==> src/rtl/bram_reader_pkg.sv <==
// Shared types and constants for the BRAM stream reader.
package bram_reader_pkg;

  typedef enum logic [1:0] {IDLE, READ, DRAIN} rd_state_t;

  localparam int BUF_DEPTH = 3;

endpackage

==> src/rtl/bram_rd_skid_buf.sv <==
// Three-entry shift FIFO of {data, last}; entry 0 is always the head, so the
// stream outputs come straight from flops.
module bram_rd_skid_buf
  import bram_reader_pkg::*;
#(
  parameter int W = 65
) (
  input  logic         clk,
  input  logic         rst,
  input  logic         push,
  input  logic [W-1:0] din,
  input  logic         pop,
  output logic [1:0]   occ,
  output logic         head_valid,
  output logic [W-1:0] head
);

  logic [W-1:0] mem [BUF_DEPTH];
  logic         pop_ok;
  logic [1:0]   wr_idx;
  logic [1:0]   occ_next;

  assign pop_ok = pop && head_valid;
  assign head   = mem[0];

  // A same-cycle pop shifts everything down, so the write lands one slot lower.
  always_comb begin
    wr_idx   = pop_ok ? occ - 2'd1 : occ;
    occ_next = occ + 2'(push) - 2'(pop_ok);
  end

  always_ff @(posedge clk or posedge rst) begin
    if (rst) begin
      occ        <= 2'd0;
      head_valid <= 1'b0;
      for (int i = 0; i < BUF_DEPTH; i++) mem[i] <= '0;
    end else begin
      occ        <= occ_next;
      head_valid <= (occ_next != 2'd0);
      if (pop_ok) begin
        for (int i = 0; i < BUF_DEPTH - 1; i++) mem[i] <= mem[i+1];
      end
      if (push) begin
        for (int i = 0; i < BUF_DEPTH; i++) begin
          if (wr_idx == 2'(i)) mem[i] <= din;
        end
      end
    end
  end

  assert property (@(posedge clk) disable iff (rst) !(push && occ == 2'(BUF_DEPTH)))
    else $error("bram_rd_skid_buf: push into full buffer");

endmodule

==> src/rtl/bram_stream_reader.sv <==
// BRAM read master: issues reads, absorbs the 1-cycle read latency and emits a
// valid/ready stream with tlast. Optional stall counter: BRAM_READER_STALL_CNT_EN.
module bram_stream_reader
  import bram_reader_pkg::*;
#(
  parameter int RAM_WIDTH = 64,
  parameter int RAM_DEPTH = 512,
  parameter int ADDR_W    = $clog2(RAM_DEPTH),
  parameter int LEN_W     = $clog2(RAM_DEPTH) + 1
) (
  input  logic                 clk,
  input  logic                 rst,
  input  logic                 start,
  input  logic [ADDR_W-1:0]    start_addr,
  input  logic [LEN_W-1:0]     length,
  output logic                 busy,
  output logic                 done,
  output logic                 rd_enb,
  output logic [ADDR_W-1:0]    addrb,
  input  logic [RAM_WIDTH-1:0] doutb,
  output logic [RAM_WIDTH-1:0] m_tdata,
  output logic                 m_tvalid,
  input  logic                 m_tready,
  output logic                 m_tlast
`ifdef BRAM_READER_STALL_CNT_EN
  ,
  output logic [31:0]          stall_cnt
`endif
);

  rd_state_t         state, state_next;
  logic [ADDR_W-1:0] addr;
  logic [LEN_W-1:0]  issue_cnt;
  logic              inflight;
  logic              inflight_last;
  logic [1:0]        occ;
  logic              hs;
  logic              start_ok;

  assign hs       = m_tvalid && m_tready;
  assign start_ok = (state == IDLE) && start && (length != '0);
  assign addrb    = addr;

  always_ff @(posedge clk or posedge rst) begin
    if (rst) state <= IDLE;
    else     state <= state_next;
  end

  always_comb begin
    state_next = state;
    case (state)
      IDLE:    if (start_ok) state_next = READ;
      READ:    if (issue_cnt == '0) state_next = DRAIN;
      DRAIN:   if (hs && m_tlast) state_next = IDLE;
      default: state_next = IDLE;
    endcase
  end

  // Reads in flight and words buffered together may never exceed the buffer depth.
  always_comb begin
    busy   = (state != IDLE);
    rd_enb = (state == READ) && (issue_cnt != '0) &&
             ((3'(occ) + 3'(inflight)) < 3'(BUF_DEPTH));
  end

  always_ff @(posedge clk or posedge rst) begin
    if (rst) begin
      addr          <= '0;
      issue_cnt     <= '0;
      inflight      <= 1'b0;
      inflight_last <= 1'b0;
      done          <= 1'b0;
    end else begin
      inflight      <= rd_enb;
      inflight_last <= rd_enb && (issue_cnt == LEN_W'(1));
      done          <= ((state == IDLE) && start && (length == '0)) ||
                       ((state == DRAIN) && hs && m_tlast);
      if (start_ok) begin
        addr      <= start_addr;
        issue_cnt <= length;
      end else if (rd_enb) begin
        addr      <= (addr == ADDR_W'(RAM_DEPTH - 1)) ? '0 : addr + ADDR_W'(1);
        issue_cnt <= issue_cnt - LEN_W'(1);
      end
    end
  end

  bram_rd_skid_buf #(
    .W (RAM_WIDTH + 1)
  ) u_buf (
    .clk        (clk),
    .rst        (rst),
    .push       (inflight),
    .din        ({doutb, inflight_last}),
    .pop        (hs),
    .occ        (occ),
    .head_valid (m_tvalid),
    .head       ({m_tdata, m_tlast})
  );

`ifdef BRAM_READER_STALL_CNT_EN
  always_ff @(posedge clk or posedge rst) begin
    if (rst) begin
      stall_cnt <= '0;
    end else if ((state == IDLE) && start) begin
      stall_cnt <= '0;
    end else if (m_tvalid && !m_tready && (stall_cnt != '1)) begin
      stall_cnt <= stall_cnt + 32'd1;
    end
  end
`endif

endmodule

==> config.mk <==
export PLATFORM = sky130hd
export DESIGN_NAME = bram_stream_reader
export DESIGN_NICKNAME = d
export VERILOG_FILES = /design/src/rtl/bram_reader_pkg.sv /design/src/rtl/bram_rd_skid_buf.sv /design/src/rtl/bram_stream_reader.sv
export SDC_FILE = /design/constraint.sdc
export NUM_CORES = 1
export LEC_CHECK = 0
export BUFFER_PORTS_ARGS = -buffer_cell sky130_fd_sc_hd__buf_4
export CAP_MARGIN = 20
export CORE_UTILIZATION = 27
export DETAILED_ROUTE_END_ITERATION = 7
export GPL_TIMING_DRIVEN = 0
export SYNTH_ARGS = -nofsm -noshare
export SYNTH_HDL_FRONTEND = slang
export SYNTH_HIERARCHICAL = 1
export SYNTH_SLANG_ARGS = --single-unit
==> constraint.sdc <==
create_clock -name clk -period 7.8 [get_ports clk]
set_input_delay 0 -clock clk [delete_from_list [all_inputs] [get_ports clk]]
set_output_delay 0 -clock clk [all_outputs]
set_load 0.05 [all_outputs]
==> results of run 1 <==
## flip-flops by register name, summed over array words and instances, names as in the netlist
signal / count
state: 2
inflight_last: 1
u_buf/mem: 130
u_buf/occ: 2
issue_cnt: 10
done: 1
u_buf/head_valid: 1
inflight: 1
addrb: 9
u_buf/head: 65
## power by group through the flow
stage               combinational (W)  clock, W  sequential, W
finish                        0.00358   0.00126        0.00210
floorplan                     0.00270         0        0.00210
global placement              0.00352         0        0.00209
detailed placement            0.00359         0        0.00212
CTS                           0.00363   0.00132        0.00210
global route                  0.00387   0.00136        0.00218
## per-stage QoR
step | util | area, µm² | instances
after floorplan | - | 11000 | 877
after global placement | 0.322 | 12900 | 1566
after detailed placement | 0.323 | 12900 | 1567
after CTS | 0.367 | 14700 | 1704
after global routing | 0.368 | 14700 | 1706
final | 0.368 | 14700 | 1706
## how the worst max path moves through the flow
stage | slack (ps) | endpoint | cells after the start | startpoint
4_1_cts | 4890 | u_buf/head_valid | 10 | u_buf/head_valid
6_report | 5010 | u_buf/head_valid | 10 | u_buf/head_valid
5_1_grt | 4750 | u_buf/head_valid | 10 | u_buf/head_valid
3_3_place_gp | -260 | u_buf/mem[34] | 2 | rst
3_5_place_dp | 4900 | u_buf/head_valid | 10 | u_buf/head_valid
2_1_floorplan | 2400 | u_buf/head[0] | 1 | rst
## logic make-up (layout without fill, tap and decap cells)
kind of cell    after synthesis  in the layout  share of synthesized area
compound gates              113            113                     0.0606
xor+xnor                      3              3                    0.00240
fa+ha+maj                     7              7                    0.00799
buf+inv                     122            425                     0.0797
flops                       222            222                      0.507
mux                         260            260                      0.277
other cells                   0              1                          0
simple gates                150            150                     0.0660
## area by class of cell
class	instances	area, µm²
fill	3905	25200
sequential	222	5560
multi-input combinational	533	4540
timing repair buffer	254	2170
buffer	113	840
clock buffer	39	781
tap	525	657
clock inverter	10	114
inverter	9	41.3
antenna	1	2.50
## cells in the mapped netlist, drive strengths merged, types with 2 or more instances
cell and count:
o21ai 80, or4 3, mux2i 65, nand3 7
o22ai 2, nand4 2, nor2 26, and2 2
nand2 80, mux2 195, dfrtp 222, a221o 4
buf 99, a31oi 11, nor4 5, nand2b 2
a211o 3, a21oi 3, ha 7, inv 9
clkbuf 14, nor3 6, and3 7, a21boi 2
xnor2 3, a211oi 4, or4b 5
## worst reg2reg max path, delay by kind of cell, from the launching register on
family                     cells  cell delay [ps]
xor gates and xnor gates       3              400
adders and majority gates      1              210
buffers and inverters          3              850
DFF                            1              420
and+or+nand+nor                3              790
## what timing repair did
item,CTS,global route
endpoints found under the setup margin,0,0
hold endpoints to repair,340,0
hold buffers,88,0
## metal layers
| layer | global-route usage | vias to the layer above | part of all wire |
|---|---|---|---|
| li1 | - | 3607 | - |
| met1 | 0.188 | 3747 | 0.47 |
| met2 | 0.225 | 166 | 0.47 |
| met3 | 0.0221 | 39 | 0.041 |
| met4 | 0.0363 | 0 | 0.019 |
| met5 | 0 | - | 0 |
==> impl_metrics.toml, run 1 <==
[sta]
fmax_mhz = 359
drv_slew = 0
hold_viol_final = 0
holdWs_ps = 109
clock_skew_ps = 21.6
period_needed_ps = 2790
relSlewSlack = 0.471
fin_crit_sh = 0.358
setup-violations-final = 0
fin_ws_ps = 5010
fin_setup_tns_ps = 0
rsz0062_at_grt = "no"
tightest_slew_ps = 794

[worst_setup_path]
path_buf_inv = 3
worstPathRequired_ps = 8210
cpLargestDelayFamily = "buffers and inverters"
cpMaxStageDelayCell = "dfrtp_1"
worstPathArrival_ps = 3200
rr_startpoint = "u_buf/head_valid"
crit_path_max_incr_delay_ps = 420
end_kind = "flop"
r2r-end = "u_buf/head_valid"
rr_worst_depth = 10
critPathKind = "reg2reg"
crit_path_start_kind = "flop"
crit_fanout = 10
worstPathCellList = "and2_1 -> nand2_2 -> buf_4 -> buf_6 -> buf_2 -> xnor2_1 -> ha_1 -> xnor2_1 -> xnor2_1 -> or2_2"
cpMostUsedCell = "xnor2_1"
r2r_slack_ps = 5010

[yosys]
synth_top_area_cell = "dfrtp_1"
syn_inst = 877
yosys_warnings = 6
synth_cell_types = 52
ys_seq_area_frac = 0.507
synth_top_area_share = 0.507
syn_area_um2 = 11000
yosys-top-cells-area = "dfrtp_1 (51%), mux2_2 (15%), mux2_4 (6.8%), mux2i_1 (5.9%), buf_4 (5.2%)"
synth_flop_cell = "dfrtp_1"
syn_area_per_cell_um2 = 12.5
synthArstFlopShare = 1.00
synth_edf_count = 0
synth.ff_latch_count = 222
synth_nets = 971

[final_layout]
layout_common_cells = "buf_4 (240), dfrtp_1 (222), mux2_2 (145)"
drive_gt1_frac = 0.442
nets = 1254
areaGrowthSynthToFinish_pct = 34.0
layout_commonest_cell = "buf_4"

[pwr]
clkPwrFrac = 0.182
finalPower_w = 0.00695
combPwrFrac = 0.516
powerDensity_nw_per_um2 = 473
peakVddDrop_v = 0.000241
p_switching_w = 0.00273
seqPwrFrac = 0.302
sw_frac_of_total = 0.393
internal_power_w = 0.00422
leakage_nw = 6.88

[global_routing]
track_usage = 0.138
grt_pass1_vias = 7966
grt_pass1_wl_mm = 44.9
grt_max_degree = 105
grt_overflow = 0
antenna_found_initial = 1

[flow_run]
maxCapViolations = 0

[route]
drt-vias-per-instance = 4.43
wire_per_inst_um = 16.5
first_pass_iters = 6
ant_nets = 0
routed_wl_mm = 28.1
vias = 7559
drc_errors = 0
drt_iter0_markers = 236

[floorplan]
die_y_um = 204
start_util = 0.275
ioPinCount = 165
num_rows = 73
die-area_um2 = 41400
fp.coreArea_um2 = 39900
die_w_um = 204

[outcome]
status = "complete, no violations"

[clock_tree]
cts_tree = "built"
clkSlewWorstSetupHoldPaths_ps = 60
clock-sinks = 222
cts-root-buf = "clkbuf_16"
clk_latency_ps = 550
post_cts_buffers = 0
h-tree-depth = 1
cts_buffers = 27
post_cts_resized = 0
cts_buffer_depth = 3

[placement]
port_buffers = 164
hpwl_mm = 18.4
globalplace.congestion = 0.791
dp_slack_ps = 4900

[hold_path]
hp-class = "in2async"
Note: power is estimated with default switching activity, not from simulation.
==> run 2: changes to the inputs <==
Clock period 7.8 ns to 2.4 ns, I/O delays scaled along.
==> run 2 against run 1 <==
Combinational power increased to 3.3 times the previous value. Sequential cell count is the same. Worst hold slack got worse by 22 ps. Clock skew shrank 8.5 ps. Total power increased to 3.3 times the previous value. Clock-buffer cell count is the same. Clock power grew to 3.2 times the previous value. Fmax increased by 22%. Cell area rose by 1.1%. Global-route usage decreased by 0.10 points. Via count up 1.6%. Sequential share of layout area is 0.39 points lower.
==> impl_metrics.toml, run 2 (synthesis results as in run 1) <==
[final_layout]
areaGrowthSynthToFinish_pct = 35.5
stdcell_count = 1716
fillers = 3871
layout_common_cells = "buf_4 (243), dfrtp_1 (218), mux2_2 (145)"
layout_commonest_cell = "buf_4"
fin_util = 0.372
register_area_um2 = 5560
largest_reg_flops = 130
nets = 1263
top_register = "u_buf/mem"
multi_input_area_um2 = 4570
drive_gt1_frac = 0.457

[clock_tree]
h-tree-depth = 1
cts_buffer_depth = 3
cts_buffers = 27
clk_latency_ps = 540
clock-sinks = 222
cts_tree = "built"
clkSlewWorstSetupHoldPaths_ps = 60
cts-root-buf = "clkbuf_16"

[floorplan]
start_util = 0.275
die_y_um = 204
die_w_um = 204
fp.coreArea_um2 = 39900
die-area_um2 = 41400
num_rows = 73
ioPinCount = 165

[worst_setup_path]
worstSetupStartpoint = "addrb[1]"
cpMaxStageDelayCell = "or4b_1"
worstPathCellList = "ha_2 -> and3_1 -> and3_1 -> and3_1 -> ha_2 -> clkbuf_8 -> or4b_1 -> a31oi_1"
cpMostUsedCell = "and3_1"
crit_fanout = 10
crit_path_start_kind = "flop"
crit_path_max_incr_delay_ps = 490
worstPathRequired_ps = 2860
critPathKind = "reg2reg"
end_kind = "flop"
worstPathArrival_ps = 2750
rr_startpoint = "addrb[1]"

[sta]
hold_viol_final = 0
fin_ws_ps = 113
holdWs_ps = 86.8
drv_slew = 0
fin_crit_sh = 0.953
setup-violations-final = 0
period_needed_ps = 2290
relSlewSlack = 0.507
fmax_mhz = 437
tightest_slew_ps = 733
clock_skew_ps = 13.1

[pwr]
peakVddDrop_v = 0.00101
finalPower_w = 0.0227
leakage_nw = 6.95
powerDensity_nw_per_um2 = 1530

[route]
ant_nets = 0
met1_length_mm = 13.1
vias = 7681
met2_length_mm = 13.0
top_layer = "met4"
wl_met3_mm = 1.30
wire_per_inst_um = 16.3
drc_errors = 0
routed_wl_mm = 27.9
first_pass_iters = 4
drt_iter0_markers = 246
drt-vias-per-instance = 4.48

[global_routing]
grt_max_degree = 40
grt_pass1_wl_mm = 44.6
grt_pass1_vias = 7961
antenna_found_initial = 2
grt_overflow = 0
track_usage = 0.136

[flow_run]
maxCapViolations = 0

[hold_path]
hp-class = "in2async"

[placement]
hpwl_mm = 18.7
globalplace.congestion = 0.805
dp_slack_ps = -475
port_buffers = 164
dp.cells = 1571

[outcome]
status = "complete, no violations"
run 2: through the flow:
step / area [µm²] / setup TNS (ps)
finish: 14900 / 0
global route: 14900 / -3.22
CTS: 14800 / 0
detailed placement: 13000 / -12380
global placement: 12900 / -326890
floorplan: 11000 / -31930
run 2: repair_timing:
action / 4_1_cts / 5_1_grt
resized for setup: 12 / 12
setup buffers: 5 / 1
hold buffers: 86 / 1
endpoints found under the hold margin: 262 / 2
pin swaps: 3 / 2
endpoints found under the setup margin: 109 / 61
run 2: layout make-up:
cell class,instances,share of cell area
sequential,222,0.374
multi-input combinational,533,0.307
timing repair buffer,263,0.153
buffer,113,0.0594
clock buffer,39,0.0532
tap,525,0.0442
clock inverter,10,0.00598
inverter,9,0.00269
antenna,2,0.000337
run 2: power by group:
part / internal (W) / switching, W
Combinational: 0.00572 / 0.00614
Clock: 0.00239 / 0.00163
Sequential: 0.00571 / 0.00111
run 2: final timing paths:
check	endpoint	slack, ps	cells after the start
min in group clk	u_buf/head[8]	220	4
hold reg to reg	u_buf/mem[62]	500	1
hold / removal	issue_cnt[7]	90	3
max in group asynchronous	u_buf/head[24]	1150	6
setup / recovery	addrb[2]	110	8
setup reg to reg	addrb[2]	110	8
run 2: critical path, delay by kind of cell, from the launching register on:
kind	cells	cell delay, ps
AOI/OAI and AO/OA	1	140
adders and majority gates	2	390
buffers and inverters	1	170
DFF	1	430
and+or+nand+nor	4	1090
run 2: per-layer routing:
metal  GRT usage  up-vias
li1            -     3638
met1       0.188     3823
met2       0.220      180
met3      0.0265       40
met4      0.0309        0
met5           0        -
